==> src/rtl/fp_add_pkg.sv <==
// Shared encodings and FP constants for the shared FP adder scheduler.
package fp_add_pkg;

    localparam int unsigned FP_W = 32;

    localparam logic [FP_W-1:0] FP_ONE   = 32'h3F80_0000;
    localparam logic [FP_W-1:0] FP_TWO   = 32'h4000_0000;
    localparam logic [FP_W-1:0] FP_THREE = 32'h4040_0000;

    typedef enum logic [1:0] {
        ST_IDLE  = 2'd0,
        ST_ISSUE = 2'd1,
        ST_WAIT  = 2'd2,
        ST_RESP  = 2'd3
    } state_t;

endpackage

==> src/rtl/fp_add_scheduler_if.sv <==
// Requester and adder-side signal bundle for fp_add_scheduler.
interface fp_add_scheduler_if #(
    parameter int unsigned NREQ = 4,
    parameter int unsigned W    = 32
);
    logic [NREQ-1:0]   req_valid;
    logic [NREQ*W-1:0] req_x;
    logic [NREQ*W-1:0] req_y;
    logic [NREQ-1:0]   req_ready;
    logic [NREQ-1:0]   rsp_valid;
    logic [W-1:0]      rsp_sum;
    logic              rsp_err;
    logic [W-1:0]      add_x;
    logic [W-1:0]      add_y;
    logic              add_start;
    logic              add_done;
    logic [W-1:0]      add_sum;

    // Scheduler side
    modport slave (
        input  req_valid, req_x, req_y, add_done, add_sum,
        output req_ready, rsp_valid, rsp_sum, rsp_err, add_x, add_y, add_start
    );

    // Requesters plus adder side
    modport master (
        output req_valid, req_x, req_y, add_done, add_sum,
        input  req_ready, rsp_valid, rsp_sum, rsp_err, add_x, add_y, add_start
    );
endinterface

==> src/rtl/rr_pick.sv <==
// Combinational round-robin picker: first request after ptr, wrapping mod NREQ.
module rr_pick #(
    parameter int unsigned NREQ = 4,
    localparam int unsigned IW  = $clog2(NREQ)
) (
    input  logic [NREQ-1:0] req,
    input  logic [IW-1:0]   ptr,
    output logic [NREQ-1:0] gnt,
    output logic [IW-1:0]   g,
    output logic            any
);

    logic [IW-1:0] idx;

    always_comb begin
        gnt = '0;
        g   = '0;
        any = 1'b0;
        idx = '0;
        for (int unsigned i = 1; i <= NREQ; i++) begin
            idx = IW'((32'(ptr) + i) % NREQ);
            if (!any && req[idx]) begin
                any      = 1'b1;
                g        = idx;
                gnt[idx] = 1'b1;
            end
        end
    end

endmodule

==> src/rtl/fp_add_scheduler.sv <==
// Round-robin scheduler sharing one multi-cycle FP adder among NREQ requesters.
module fp_add_scheduler
    import fp_add_pkg::*;
#(
    parameter int unsigned NREQ    = 4,
    parameter int unsigned W       = FP_W,
    parameter int unsigned TIMEOUT = 64
) (
    input  logic             clk,
    input  logic             reset,
    fp_add_scheduler_if.slave bus,
    output logic             busy
);

    localparam int unsigned IW = $clog2(NREQ);
    localparam int unsigned TW = $clog2(TIMEOUT);

    state_t          state;
    state_t          state_nxt;
    logic [IW-1:0]   grant;
    logic [IW-1:0]   ptr;
    logic [TW-1:0]   timer;
    logic [W-1:0]    add_x_q;
    logic [W-1:0]    add_y_q;
    logic [W-1:0]    rsp_sum_q;
    logic            rsp_err_q;
    logic            timeout_hit;

    logic [NREQ-1:0] pick_gnt;
    logic [IW-1:0]   pick_g;
    logic            pick_any;

    logic [NREQ-1:0] req_ready_c;
    logic [NREQ-1:0] rsp_valid_c;
    logic            add_start_c;
    logic            busy_c;

    logic [W-1:0]    op_x [NREQ];
    logic [W-1:0]    op_y [NREQ];

    for (genvar i = 0; i < NREQ; i++) begin : g_ops
        assign op_x[i] = bus.req_x[i*W +: W];
        assign op_y[i] = bus.req_y[i*W +: W];
    end

    rr_pick #(.NREQ(NREQ)) u_pick (
        .req (bus.req_valid),
        .ptr (ptr),
        .gnt (pick_gnt),
        .g   (pick_g),
        .any (pick_any)
    );

    assign timeout_hit = (timer == TW'(TIMEOUT - 1));

    // State register
    always_ff @(posedge clk or negedge reset) begin
        if (!reset) state <= ST_IDLE;
        else        state <= state_nxt;
    end

    // Next-state logic; a done on the final WAIT cycle takes the same RESP path as a timeout
    always_comb begin
        state_nxt = state;
        case (state)
            ST_IDLE:  if (pick_any) state_nxt = ST_ISSUE;
            ST_ISSUE: state_nxt = ST_WAIT;
            ST_WAIT:  if (bus.add_done || timeout_hit) state_nxt = ST_RESP;
            ST_RESP:  state_nxt = ST_IDLE;
            default:  state_nxt = ST_IDLE;
        endcase
    end

    // Output decode; ready is held low while reset is asserted
    always_comb begin
        req_ready_c = '0;
        rsp_valid_c = '0;
        add_start_c = 1'b0;
        busy_c      = 1'b0;
        case (state)
            ST_IDLE:  req_ready_c = reset ? pick_gnt : '0;
            ST_ISSUE: begin
                add_start_c = 1'b1;
                busy_c      = 1'b1;
            end
            ST_WAIT:  busy_c = 1'b1;
            ST_RESP:  begin
                rsp_valid_c = NREQ'(1) << grant;
                busy_c      = 1'b1;
            end
            default:  ;
        endcase
    end

    // Operand capture, timeout counter, result registers, priority pointer
    always_ff @(posedge clk or negedge reset) begin
        if (!reset) begin
            add_x_q   <= '0;
            add_y_q   <= '0;
            rsp_sum_q <= '0;
            rsp_err_q <= 1'b0;
            grant     <= '0;
            timer     <= '0;
            ptr       <= IW'(NREQ - 1);
        end else begin
            case (state)
                ST_IDLE: begin
                    if (pick_any) begin
                        add_x_q <= op_x[pick_g];
                        add_y_q <= op_y[pick_g];
                        grant   <= pick_g;
                    end
                end
                ST_ISSUE: timer <= '0;
                ST_WAIT: begin
                    if (bus.add_done) begin
                        rsp_sum_q <= bus.add_sum;
                        rsp_err_q <= 1'b0;
                    end else if (timeout_hit) begin
                        rsp_sum_q <= '0;
                        rsp_err_q <= 1'b1;
                    end else begin
                        timer <= timer + TW'(1);
                    end
                end
                ST_RESP: ptr <= grant;
                default: ;
            endcase
        end
    end

    assign bus.req_ready = req_ready_c;
    assign bus.rsp_valid = rsp_valid_c;
    assign bus.rsp_sum   = rsp_sum_q;
    assign bus.rsp_err   = rsp_err_q;
    assign bus.add_x     = add_x_q;
    assign bus.add_y     = add_y_q;
    assign bus.add_start = add_start_c;
    assign busy          = busy_c;

endmodule

==> src/flat_wrapper.sv <==
// flat-port wrapper written by rule: the top's interface ports become plain ports
module fp_add_scheduler_flat import fp_add_pkg::*;
#(
    parameter int unsigned NREQ    = 4,
    parameter int unsigned W       = FP_W,
    parameter int unsigned TIMEOUT = 64
)
  (clk, reset, busy, bus_req_valid, bus_req_x, bus_req_y, bus_add_done, bus_add_sum, bus_req_ready, bus_rsp_valid, bus_rsp_sum, bus_rsp_err, bus_add_x, bus_add_y, bus_add_start);
  fp_add_scheduler_if #(.NREQ(NREQ), .W(W)) bus_i ();
  input  logic clk;
  input  logic reset;
  output logic busy;
  input wire logic [$bits(bus_i.req_valid)-1:0] bus_req_valid;
  input wire logic [$bits(bus_i.req_x)-1:0] bus_req_x;
  input wire logic [$bits(bus_i.req_y)-1:0] bus_req_y;
  input wire logic [$bits(bus_i.add_done)-1:0] bus_add_done;
  input wire logic [$bits(bus_i.add_sum)-1:0] bus_add_sum;
  output wire logic [$bits(bus_i.req_ready)-1:0] bus_req_ready;
  output wire logic [$bits(bus_i.rsp_valid)-1:0] bus_rsp_valid;
  output wire logic [$bits(bus_i.rsp_sum)-1:0] bus_rsp_sum;
  output wire logic [$bits(bus_i.rsp_err)-1:0] bus_rsp_err;
  output wire logic [$bits(bus_i.add_x)-1:0] bus_add_x;
  output wire logic [$bits(bus_i.add_y)-1:0] bus_add_y;
  output wire logic [$bits(bus_i.add_start)-1:0] bus_add_start;
  assign bus_i.req_valid = bus_req_valid;
  assign bus_i.req_x = bus_req_x;
  assign bus_i.req_y = bus_req_y;
  assign bus_i.add_done = bus_add_done;
  assign bus_i.add_sum = bus_add_sum;
  assign bus_req_ready = bus_i.req_ready;
  assign bus_rsp_valid = bus_i.rsp_valid;
  assign bus_rsp_sum = bus_i.rsp_sum;
  assign bus_rsp_err = bus_i.rsp_err;
  assign bus_add_x = bus_i.add_x;
  assign bus_add_y = bus_i.add_y;
  assign bus_add_start = bus_i.add_start;
  fp_add_scheduler #(.NREQ(NREQ), .W(W), .TIMEOUT(TIMEOUT)) u_core (.clk(clk), .reset(reset), .bus(bus_i), .busy(busy));
endmodule
==> config.mk <==
export PLATFORM = sky130hd
export DESIGN_NAME = fp_add_scheduler_flat
export DESIGN_NICKNAME = d
export VERILOG_FILES = /design/src/rtl/fp_add_pkg.sv /design/src/rtl/fp_add_scheduler_if.sv /design/src/rtl/rr_pick.sv /design/src/rtl/fp_add_scheduler.sv /design/src/flat_wrapper.sv
export SDC_FILE = /design/constraint.sdc
export NUM_CORES = 1
export LEC_CHECK = 0
export ABC_AREA = 1
export CAP_MARGIN = 5
export CORE_ASPECT_RATIO = 0.75
export CORE_MARGIN = 3
export CORE_UTILIZATION = 25
export CTS_CLUSTER_SIZE = 30
export DETAILED_ROUTE_END_ITERATION = 8
export MAX_ROUTING_LAYER = met4
export SLEW_MARGIN = 30
export SYNTH_ARGS = -nofsm -noshare
export SYNTH_HDL_FRONTEND = slang
export SYNTH_SLANG_ARGS = --single-unit
==> constraint.sdc <==
create_clock -name clk -period 3.9 [get_ports clk]
set_input_delay 0.78 -clock clk [delete_from_list [all_inputs] [get_ports clk]]
set_output_delay 0.78 -clock clk [all_outputs]
set_load 0.01 [all_outputs]
==> results.sh, run 1 <==
export IMPL_critPathLaunch="u_core.ptr[1]"
export IMPL_r2r_end="u_core.bus.add_x[28]"
export IMPL_detail_route_wl_per_cell_um=14.6
export IMPL_cts_tree="built"
export IMPL_end_kind="primary output"
export IMPL_min_delay_path_class="reg -> reg"
export IMPL_clockRootBuffer="clkbuf_16"
export IMPL_start_util_pct=25.6
export IMPL_holdWs_ns=0.482
export IMPL_ir_drop_uv=805
export IMPL_die_w_um=210
export IMPL_grt_antenna_before_repair=1
export IMPL_via_per_inst=4.40
export IMPL_cp_start_kind="register"
export IMPL_cp_cell_sequence="clkinvlp_4 -> ha_4 -> inv_1 -> nand2_1 -> nand2_2 -> inv_4 -> nand2_4 -> nor2_8 -> nand2_2 -> o21ai_1 -> nand2_1 -> inv_1 -> clkdlybuf4s50_1"
export IMPL_cts_hold_buf=0
export IMPL_cp_max_fo=8
export IMPL_synth_seq_cells=109
export IMPL_crit_type="reg -> out"
export IMPL_vias=8832
export IMPL_slew_headroom_pct=52.8
export IMPL_cts_path_max_buffers=2
export IMPL_grt_start_max_net_pins=110
export IMPL_synth_top_cells_by_count="nand2_1 (423), nand3_1 (267), inv_1 (255), dfrtp_1 (107), or2_1 (24)"
export IMPL_multiInputGateArea_um2=3730
export IMPL_ios=402
export IMPL_dr_pass1_iters=5
export IMPL_synth_most_common_cell="nand2_1"
export IMPL_nets=1910
export IMPL_regArea_um2=2730
export IMPL_hold_start="u_core.bus.add_y[28]"
export IMPL_rrSetupSlack_ns=0.94
export IMPL_grt_pass1_vias=8557
export IMPL_routabilityCongestion=0.903
export IMPL_p_per_area_nw_per_um2=832
export IMPL_fmax_mhz=266
export IMPL_routed_wl_um=29200
export IMPL_yosys_warnings=0
export IMPL_synth_top_area_share_pct=34.3
export IMPL_drv_slew=0
export IMPL_status="completed"
export IMPL_setup_ws_ns=0.143
export IMPL_syn_instance_count=1235
export IMPL_portBuffers=401
export IMPL_finalNonFillerCells=2007
export IMPL_detail_route_drc_violations=0
export IMPL_synth_top_area_cell="dfrtp_1"
export IMPL_nFillCells=3194
export IMPL_clk_latency_ns=0.36
export IMPL_fin_crit_ns=3.76
export IMPL_whs_path_depth=2
export IMPL_h_tree_depth=3
export IMPL_hold_violations=0
export IMPL_clkSinkCount=109
export IMPL_cts_buffers=9
export IMPL_pre_cts_slack_ns=0.167
export IMPL_finalSetupTns_ns=0
export IMPL_areaGrowthSynthToFinish_pct=59.4
export IMPL_worstPathRequired_ns=3.12
export IMPL_fin_skew_ns=0.00566
export IMPL_setup_viol=0
export IMPL_max_cap_violations=0
export IMPL_min_to="u_core.bus.add_y[28]"
export IMPL_synth_cell_types=32
export IMPL_crit_path_max_incr_delay_ns=0.58
export IMPL_syn_area_um2=7810
export IMPL_synth_nets=1544
export IMPL_drt_iter0_drc=538
export IMPL_grt_overflow_total=0
export IMPL_p_leak_nw=6.52
export IMPL_post_route_period_util_pct=96.3
export IMPL_worstPathArrival_ns=2.98
export IMPL_cp_slowest_cell="dfstp_2"
export IMPL_reg2regPathDepth=15
export IMPL_power_total_mw=10.4
export IMPL_synth_area_leaders="dfrtp_1 (34%), nand2_1 (20%), nand3_1 (17%)"
export IMPL_synth_edff_count=0
export IMPL_die_h_um=159
export IMPL_drive_gt1_share_pct=4.11
export IMPL_placedCellCount=1982
export IMPL_ys_async_sr_fraction_pct=100
export IMPL_ant_nets=0
export IMPL_path_clk_slew_ns=0.08
export IMPL_die_area_um2=33400
export IMPL_synth_main_ff_cell="dfrtp_1"
export IMPL_core_um2=30500
export IMPL_syn_area_per_cell_um2=6.32
export IMPL_rr_startpoint="u_core.ptr[1]"
export IMPL_track_usage_pct=17.6
export IMPL_seq_area_frac_synth_pct=35.0
export IMPL_tightest_slew_ns=0.708
export IMPL_place_hpwl_um=22200
export IMPL_grt_pass1_wl_um=46100
export IMPL_rows=55
[placed cells by master, fill, tap and decap left out]
| cell type | instances |
|---|---|
| buf_4 | 17 |
| or2_1 | 24 |
| nor3_2 | 1 |
| clkinvlp_4 | 1 |
| nor2_8 | 1 |
| inv_2 | 3 |
| inv_8 | 4 |
| o22ai_1 | 5 |
| ha_1 | 13 |
| buf_12 | 2 |
| buf_16 | 1 |
| clkinv_2 | 1 |
| nor2_4 | 2 |
| clkbuf_16 | 9 |
| nand3_1 | 267 |
| a21oi_1 | 13 |
| a21boi_0 | 1 |
| clkdlybuf4s50_1 | 398 |
| inv_1 | 252 |
| diode_2 | 2 |
| nand2_4 | 4 |
| dfstp_2 | 2 |
| clkinv_4 | 1 |
| and3_1 | 1 |
| nor3_1 | 2 |
| or2_2 | 3 |
| dfrtp_1 | 107 |
| nand2_2 | 9 |
| clkinv_8 | 1 |
| inv_4 | 2 |
| nor3b_1 | 1 |
| ha_4 | 1 |
| a21oi_4 | 1 |
| or2_0 | 7 |
| o21ai_0 | 8 |
| nor2_1 | 13 |
| nand2_1 | 422 |
| dlymetal6s2s_1 | 2 |
| o21ai_1 | 3 |
| nand4_1 | 1 |
[state kept, by name, summed over array words and instances (netlist names)]
signal,cells
u_core.bus.rsp_err,1
u_core.bus.rsp_sum,32
u_core.state,2
u_core.grant,2
u_core.timer,6
u_core.bus.add_y,32
u_core.ptr,2
u_core.bus.add_x,32
[repair_timing]
| action | in CTS | in global routing |
|---|---|---|
| endpoints found under the setup margin | 4 | 4 |
| gates resized for setup | 1 | 4 |
| setup buffers | 1 | 6 |
[stage by stage]
stage | cell area, um^2 | utilization (%)
5_1_grt | 12400 | 40.8
6_report | 12400 | 40.8
2_1_floorplan | 7810 | -
3_5_place_dp | 12100 | 39.6
4_1_cts | 12400 | 40.6
3_3_place_gp | 12000 | 39.5
[routing by layer]
layer / part of all wire (%) / up-vias / wire length (um) / global-route usage [%]
met5: 0 / - / 0 / -
met4: 0.82 / 0 / 240 / 2.94
met3: 9.5 / 21 / 2770 / 5.77
met2: 45 / 331 / 13300 / 27.7
met1: 44 / 4022 / 13000 / 22.6
li1: - / 4458 / - / -
[cells by family (layout without fill, tap and decap cells)]
logic type,Yosys count,after routing,share of synthesized area (%)
adder cells (fa/ha/maj),14,14,2.24
flip-flops,109,109,35.0
buffers and inverters,323,694,17.5
AND/OR/NAND/NOR,758,758,43.0
other,0,2,0
AO/OA/AOI/OAI,31,31,2.24
[cell type report]
class	instances	area share [%]
Multi-Input combinational cell	803	30.0
Clock buffer	9	1.81
Inverter	258	7.85
Clock inverter	7	0.603
Sequential cell	109	21.9
Tap cell	399	4.01
Antenna cell	2	0.0402
Timing Repair Buffer	420	33.8
[worst max-delay path by stage]
stage	cells past startpoint	slack, ns	to
finish	13	0.14	bus_req_ready[0]
detailed placement	13	0.17	bus_req_ready[1]
floorplan	13	1.17	bus_req_ready[0]
global route	13	-0.002	bus_req_ready[2]
CTS	13	0.05	bus_req_ready[1]
global placement	13	0.27	bus_req_ready[3]
[power by group]
part	switching [mW]	internal, mW
Sequential	0.304	1.70
Combinational	4.53	2.87
Clock	0.496	0.459
Total	5.33	5.03
[worst max-delay path: cells and delay by family, from the launching register on]
family | cells | cell delay, ns
compound gates | 1 | 0.16
fa+ha+maj | 1 | 0.34
buf+inv | 5 | 0.97
flops | 1 | 0.58
simple gates | 6 | 0.56
(Power assumes the default switching activity.)
==> run 2, diff against run 1 <==
- GPL_TIMING_DRIVEN: default -> 0
==> run 2 against run 1 <==
  * Sequential share of layout area is 0.47 points lower
  * Cell count is 2.4% higher
  * Die area stayed put
  * Critical endpoint is now bus_req_ready[3]
  * Highest routed layer unchanged
==> results.sh, run 2 (synthesized netlist as in run 1, its figures left out) <==
export IMPL_power_total_mw=11.0
export IMPL_multiInputGateArea_um2=3720
export IMPL_vias=9028
export IMPL_p_per_area_nw_per_um2=865
export IMPL_clockRootBuffer="clkbuf_16"
export IMPL_critPathLaunch="u_core.ptr[0]"
export IMPL_finalNonFillerCells=2056
export IMPL_core_um2=30500
export IMPL_end_kind="primary output"
export IMPL_drt_iter0_drc=438
export IMPL_r2r_end="u_core.bus.add_x[31]"
export IMPL_regArea_um2=2730
export IMPL_ios=402
export IMPL_worstPathRequired_ns=3.12
export IMPL_grt_pass1_wl_um=48700
export IMPL_clk_latency_ns=0.37
export IMPL_path_clk_slew_ns=0.09
export IMPL_grt_setup_unrepaired="no"
export IMPL_nFillCells=3224
export IMPL_place_hpwl_um=25400
export IMPL_grt_pass1_vias=8917
export IMPL_worstPathArrival_ns=2.68
export IMPL_placedCellCount=2036
export IMPL_die_area_um2=33400
export IMPL_start_util_pct=25.6
export IMPL_routed_wl_um=31400
export IMPL_final_core_util_pct=41.7
export IMPL_fin_crit_ns=3.46
export IMPL_cp_endpoint="bus_req_ready[3]"
export IMPL_detail_route_wl_per_cell_um=15.3
export IMPL_hold_violations=0
export IMPL_clkSinkCount=109
export IMPL_layout_commonest_cell="nand2_1"
export IMPL_slew_headroom_pct=66.2
export IMPL_setup_viol=0
export IMPL_tightest_slew_ns=0.507
export IMPL_drv_slew=0
export IMPL_cp_max_fo=13
export IMPL_max_cap_violations=0
export IMPL_routabilityCongestion=0.882
export IMPL_cp_start_kind="register"
export IMPL_mostFrequentLayoutCells="nand2_1 (423), clkdlybuf4s50_1 (396), nand3_1 (267)"
export IMPL_portBuffers=401
export IMPL_dr_pass1_iters=5
export IMPL_h_tree_depth=3
export IMPL_die_w_um=210
export IMPL_areaGrowthSynthToFinish_pct=62.9
export IMPL_cts_path_max_buffers=2
export IMPL_cts_tree="built"
export IMPL_rr_startpoint="u_core.ptr[0]"
export IMPL_cts_buffers=9
export IMPL_rrSetupSlack_ns=1.00
export IMPL_p_leak_nw=6.70
export IMPL_grt_antenna_before_repair=1
export IMPL_ant_nets=0
export IMPL_grt_overflow_total=0
export IMPL_crit_type="reg -> out"
export IMPL_via_per_inst=4.39
export IMPL_die_h_um=159
export IMPL_ir_drop_uv=395
export IMPL_status="completed"
export IMPL_reg2regPathDepth=16
export IMPL_track_usage_pct=18.9
export IMPL_rows=55
export IMPL_drive_gt1_share_pct=5.19
export IMPL_grt_start_max_net_pins=62
export IMPL_fmax_mhz=289
export IMPL_nets=1960
export IMPL_detail_route_drc_violations=0
export IMPL_fin_skew_ns=0.00721
export IMPL_post_route_period_util_pct=88.7
export IMPL_min_delay_path_class="in -> async"
==> run 2: cell type report <==
class / instances / area share (%)
Buffer: 65 / 3.10
Multi-Input combinational cell: 803 / 29.3
Inverter: 258 / 7.68
Clock buffer: 9 / 1.77
Tap cell: 399 / 3.93
Timing Repair Buffer: 405 / 32.1
Antenna cell: 1 / 0.0197
Sequential cell: 109 / 21.5
Clock inverter: 7 / 0.689
==> run 2: worst min path at each step <==
stage / start / endpoint / slack (ns) / cells past startpoint
2_1_floorplan: reset / u_core.bus.add_x[0] / 0.48 / 0
3_3_place_gp: u_core.bus.add_x[28] / u_core.bus.add_x[28] / 0.46 / 2
3_5_place_dp: u_core.bus.add_x[26] / u_core.bus.add_x[26] / 0.46 / 2
4_1_cts: reset / u_core.bus.rsp_sum[11] / 0.30 / 1
5_1_grt: reset / u_core.bus.rsp_sum[10] / 0.31 / 1
6_report: reset / u_core.bus.rsp_sum[10] / 0.30 / 1
==> run 2: repair_timing <==
item,CTS,global route
setup endpoints to repair,4,4
setup buffers,0,3
gates resized for setup,1,5
hold buffers,0,0
==> run 2: layer usage <==
metal  routed length (um)  global-route usage [%]
met1                14100                    23.7
met5                    0                       -
met2                14100                    29.9
met3                 2860                    6.15
met4                  371                    3.58
==> run 2: through the flow <==
| stage | area [um^2] | worst slack, ns | hold slack [ns] | setup TNS (ns) |
|---|---|---|---|---|
| floorplan | 7810 | 1.17 | 0.484 | 0 |
| global placement | 12300 | -3.34 | 0.462 | -300.71 |
| detailed placement | 12400 | 0.194 | 0.464 | 0 |
| CTS | 12700 | 0.0203 | 0.299 | 0 |
| global route | 12700 | 0.223 | 0.308 | 0 |
| finish | 12700 | 0.439 | 0.300 | 0 |
==> run 2: worst max-delay path, stage by stage, from the launching register on <==
cell and delay, ns:
dfstp_2 0.60, buf_6 0.15, inv_4 0.09, ha_4 0.30
inv_1 0.06, nand2_1 0.09, nand2_2 0.08, inv_4 0.10
nand2_4 0.08, nor2_8 0.11, nand2_2 0.11, o21ai_0 0.19
nand2_1 0.07, inv_1 0.06, dlymetal6s2s_1 0.22
==> run 2: power breakdown <==
| part | leakage [nW] | switching, mW | internal, mW |
|---|---|---|---|
| combinational | 5.20 | 4.76 | 3.24 |
| sequential | 1.35 | 0.316 | 1.70 |
| clock | 0.148 | 0.509 | 0.463 |
